[config.mk]
export PLATFORM = sky130hd
export DESIGN_NAME = dly_value_mux
export DESIGN_NICKNAME = d
export VERILOG_FILES = /design/src/rtl/dly_pkg.sv /design/src/rtl/dly_sel_comb.sv /design/src/rtl/dly_value_mux.sv
export SDC_FILE = /design/constraint.sdc
export NUM_CORES = 1
export LEC_CHECK = 0
export ABC_AREA = 1
export BUFFER_PORTS_ARGS = -buffer_cell sky130_fd_sc_hd__clkbuf_2
export CORE_MARGIN = 8
export CORE_UTILIZATION = 44
export CTS_CLUSTER_DIAMETER = 150
export DETAILED_ROUTE_END_ITERATION = 10
export PLACE_DENSITY = 0.95
export SLEW_MARGIN = 5
export SYNTH_ARGS = -nofsm -noshare
export SYNTH_HDL_FRONTEND = slang
export SYNTH_SLANG_ARGS = --single-unit
[constraint.sdc]
create_clock -name CLK -period 2.04 [get_ports CLK]
set_clock_uncertainty 0.05 [all_clocks]
set_input_delay 0.408 -clock CLK [delete_from_list [all_inputs] [get_ports CLK]]
set_output_delay 0.408 -clock CLK [all_outputs]
set_load 0.01 [all_outputs]
[src/rtl/dly_pkg.sv]
// Shared sizing defaults and helpers for the delay-tap value select path.
package dly_pkg;

    localparam int unsigned NUM_DLY_DEF = 20;
    localparam int unsigned DLY_W_DEF   = 6;
    localparam int unsigned ADDR_W_DEF  = 5;
    localparam int unsigned MAX_DLY     = 32;

    // Extract lane i from a bank sized with the default geometry.
    function automatic logic [DLY_W_DEF-1:0] get_entry(
        input logic [NUM_DLY_DEF*DLY_W_DEF-1:0] bank,
        input int unsigned                       idx
    );
        logic [DLY_W_DEF-1:0] entry;
        entry = '0;
        if (idx < NUM_DLY_DEF) begin
            entry = bank[idx*DLY_W_DEF +: DLY_W_DEF];
        end
        return entry;
    endfunction

endpackage

[src/rtl/dly_sel_comb.sv]
// Range-checked combinational select of one lane from the packed tap bank.
module dly_sel_comb
    import dly_pkg::*;
#(
    parameter int unsigned NUM_DLY = NUM_DLY_DEF,
    parameter int unsigned DLY_W   = DLY_W_DEF,
    parameter int unsigned ADDR_W  = ADDR_W_DEF
) (
    input  logic [NUM_DLY*DLY_W-1:0] bank,
    input  logic [ADDR_W-1:0]        addr,
    output logic [DLY_W-1:0]         sel_c
);

    localparam int unsigned IDX_W = (NUM_DLY > 1) ? $clog2(NUM_DLY) : 1;
    localparam int unsigned CMP_W = ADDR_W + 1;

    logic [DLY_W-1:0] entries [NUM_DLY];
    logic [IDX_W-1:0] idx;
    logic             in_range;

    for (genvar i = 0; i < NUM_DLY; i++) begin : g_unpack
        assign entries[i] = bank[i*DLY_W +: DLY_W];
    end

    assign idx      = IDX_W'(addr);
    assign in_range = ({1'b0, addr} < CMP_W'(NUM_DLY));

    // An unknown address makes in_range unknown, which falls to the zero branch.
    always_comb begin
        sel_c = '0;
        if (in_range) begin
            sel_c = entries[idx];
        end
    end

endmodule

[src/rtl/dly_value_mux.sv]
// Registered readback of one per-lane delay-tap value; unpopulated lanes read as zero.
module dly_value_mux
    import dly_pkg::*;
#(
    parameter int unsigned NUM_DLY = NUM_DLY_DEF,
    parameter int unsigned DLY_W   = DLY_W_DEF,
    parameter int unsigned ADDR_W  = ADDR_W_DEF
) (
    input  logic                     CLK,
    input  logic                     RST,
    input  logic [NUM_DLY*DLY_W-1:0] DLY_TAP_VAL_ARRAY,
    input  logic [ADDR_W-1:0]        DLY_ADDR,
    output logic [DLY_W-1:0]         DLY_TAP_VALUE
);

    if ((NUM_DLY < 1) || (NUM_DLY > MAX_DLY) ||
        ((64'd1 << ADDR_W) < 64'(NUM_DLY))) begin : g_param_chk
        $fatal(1, "dly_value_mux: NUM_DLY must be 1..32 and fit in 2**ADDR_W");
    end

    logic [DLY_W-1:0] sel_c;

    dly_sel_comb #(
        .NUM_DLY (NUM_DLY),
        .DLY_W   (DLY_W),
        .ADDR_W  (ADDR_W)
    ) u_sel (
        .bank    (DLY_TAP_VAL_ARRAY),
        .addr    (DLY_ADDR),
        .sel_c   (sel_c)
    );

    // Single output stage; reset discards any pending selection.
    always_ff @(posedge CLK) begin
        if (RST) begin
            DLY_TAP_VALUE <= '0;
        end else begin
            DLY_TAP_VALUE <= sel_c;
        end
    end

endmodule

==> impl_results.md <==
- Status: finished, final reports clean
- PD cells: 298.5 nW/um2
- Required @ worst endpoint: 2.08 ns
- CTS Buffer Depth: 2
- Switching Fraction: 0.3798
- Finished Cell Area: 2356 um2
- Fin util: 0.6387
- Detailed-router iteration count before antenna repair: 4
- Core Rows: 22
- Dpl ws: 0.3361 ns
- Wirelength per Cell: 11.32 um
- Vias per inst: 4.688
- Vias in the first global route: 2596
- CTS tree: built
- Post-CTS Setup Inserts: 0
- Gpl congestion: 0.9322
- P_int: 0.4362 mW
- WP depth: 11
- Mean post-synth cell area: 4.524 um2
- Lkg Pwr: 1.702 nW
- End of the critical path: DLY_TAP_VALUE[4]$_SDFF_PP0_
- RSZ-0062 raised after global routing: false
- Via Count: 2550
- Core area: 3689 um2
- Comb power frac: 0.567
- CP startpoint kind: input port
- Grt total ovfl: 0
- CP delay by family, top: buffers and inverters
- NumNets Final: 625
- # diodes: 0
- DRT Wirelength: 6159 um
- Starting Density: 0.4623
- Placed cells: 541
- Distinct cells, synth: 16
- Total clock sinks: 6
- Maximum resistive drop on vdd: 0.0001870 V
- Clock power frac: 0.253
- Largest net degree at the start of global routing: 61
- Layout cell share with drive strength beyond 1: 0.2863
- Max Cap Violations: 0
- Hold slack: 0.5162 ns
- CP startpoint: DLY_ADDR[0]
- Worst Path Buf+Inv: 3
- Root Driver: clkbuf_8
- Slowest-stage cell, CP: inv_4
- Ys Warns: 0
- Die Y: 78.26 um
- Worst path max stage delay: 0.39 ns
- Die area: 6124 um2
- Sw Pwr: 0.2671 mW
- Worst setup EP type: register
- Hold WC Path Type: input port to register
- TritonCTS Buffers: 3
- Global-route wire length before repair: 10230 um
- Area after DPL: 2315 um2
- Max Fanout on Critical Path: 60
- Largest register by flop count: DLY_TAP_VALUE
- Tightest Pin Transition: 0.5326 ns
- # H-tree levels: 1
- Mapped Area: 1705 um2
- Hold Path Cell Cnt: 4
- DIE WIDTH: 78.26 um
- Yosys reg bits: 6
- Max FFs per register: 6
- Biggest regs: DLY_TAP_VALUE (6)
- Achievable clock frequency: 673.8 MHz
- Tcrit/Tclk final: 0.7275
- CP arrival: 1.52 ns
- Relative max-transition margin: 0.6422
- Area Growth Syn to Fin: 38.15%
- WS Path Type: input port to register
- Final non-filler cell total: 544
- Post-Route Setup TNS: 0 ns
- Final Hold Fails: 0
- HPWL Detailed: 5172 um
- Final setup margin: 0.5560 ns
- Synth Instances: 377
- Seq/Total Area, Yosys: 0.07043
- # hold bufs at CTS: 0
- Total power: 0.7033 mW
- # resized after CTS: 0
- Syn nets: 504
- Crit path time final: 1.484 ns
- Worst-path clk slew: 0.03 ns
- Total GRT Usage: 0.1900
- Port Buffer Count: 132
- DRC Markers: 0
- Starting DRT DRC Count: 95
- Initial antenna violation count: 0
- Post-route ant nets: 0
- Most frequent CP cell: nand2_1
- Slew Viols, Final: 0
- Cell Chain, Critical Path: clkbuf_2, inv_4, nand2_1, nand3_1, nand2_1, nand2_1, nand2_1, inv_1, nand2_1, nand2_1, a21oi_1
- Reg power frac: 0.180
- IO Pins: 133
- Final setup viols: 0
-- area by class of cell --
class	count	area (um2)
Tap cell	48	60.06
Fill cell	385	1333
Timing Repair Buffer	137	698.2
Inverter	94	355.3
Sequential cell	6	120.1
Multi-Input combinational cell	256	1081
Clock buffer	3	41.29
-- power groups by stage --
stage | Clock (mW) | Sequential (mW) | Combinational, mW
floorplan | 0 | 0.131 | 0.243
global placement | 0 | 0.128 | 0.388
detailed placement | 0 | 0.128 | 0.397
CTS | 0.184 | 0.127 | 0.399
global route | 0.190 | 0.127 | 0.453
finish | 0.178 | 0.126 | 0.399
-- cell usage after synthesis (all sizes together) --
| library cell | count | area share |
|---|---|---|
| inv | 94 | 0.21 |
| buf | 19 | 0.083 |
| clkbuf | 2 | 0.0044 |
| dfxtp | 6 | 0.070 |
| nand2 | 156 | 0.34 |
| o22ai | 6 | 0.022 |
| nor2 | 14 | 0.032 |
| nor3 | 1 | 0.0029 |
| nand3 | 60 | 0.18 |
| o21bai | 1 | 0.0044 |
| a21oi | 6 | 0.018 |
| o21ai | 12 | 0.035 |
-- worst min-delay path by stage --
stage / from / endpoint / slack, ns
finish: DLY_ADDR[4] / DLY_TAP_VALUE[2]$_SDFF_PP0_ / 0.52
global route: DLY_ADDR[4] / DLY_TAP_VALUE[5]$_SDFF_PP0_ / 0.54
CTS: DLY_ADDR[4] / DLY_TAP_VALUE[2]$_SDFF_PP0_ / 0.51
detailed placement: DLY_ADDR[4] / DLY_TAP_VALUE[2]$_SDFF_PP0_ / 0.75
global placement: DLY_ADDR[4] / DLY_TAP_VALUE[2]$_SDFF_PP0_ / 0.75
floorplan: DLY_ADDR[4] / DLY_TAP_VALUE[0]$_SDFF_PP0_ / 0.61
-- per-layer routing --
| metal | track usage | vias to the layer above | routed length, um |
|---|---|---|---|
| met5 | 0 | - | 0 |
| met4 | 0.06481 | 0 | 52 |
| met3 | 0.06036 | 4 | 561 |
| met2 | 0.3563 | 111 | 3123 |
| met1 | 0.1923 | 1089 | 2421 |
| li1 | - | 1346 | - |
-- cell usage in the layout, fill, tap and decap left out --
| cell | count |
|---|---|
| clkbuf_8 | 3 |
| clkbuf_2 | 132 |
| nor2_1 | 13 |
| nand3_1 | 60 |
| buf_4 | 5 |
| o21bai_1 | 1 |
| nor2_2 | 1 |
| dfxtp_1 | 6 |
| inv_4 | 1 |
| o22ai_1 | 6 |
| o21ai_0 | 12 |
| nor3_1 | 1 |
| nand2_1 | 156 |
| a21oi_1 | 6 |
| inv_1 | 93 |
-- logic make-up after synthesis --
kind of cell	after synthesis	synth area share
buf+inv	115	0.2957
simple gates	231	0.5547
flops	6	0.07044
compound gates	25	0.07924
(Power assumes the default switching activity.)
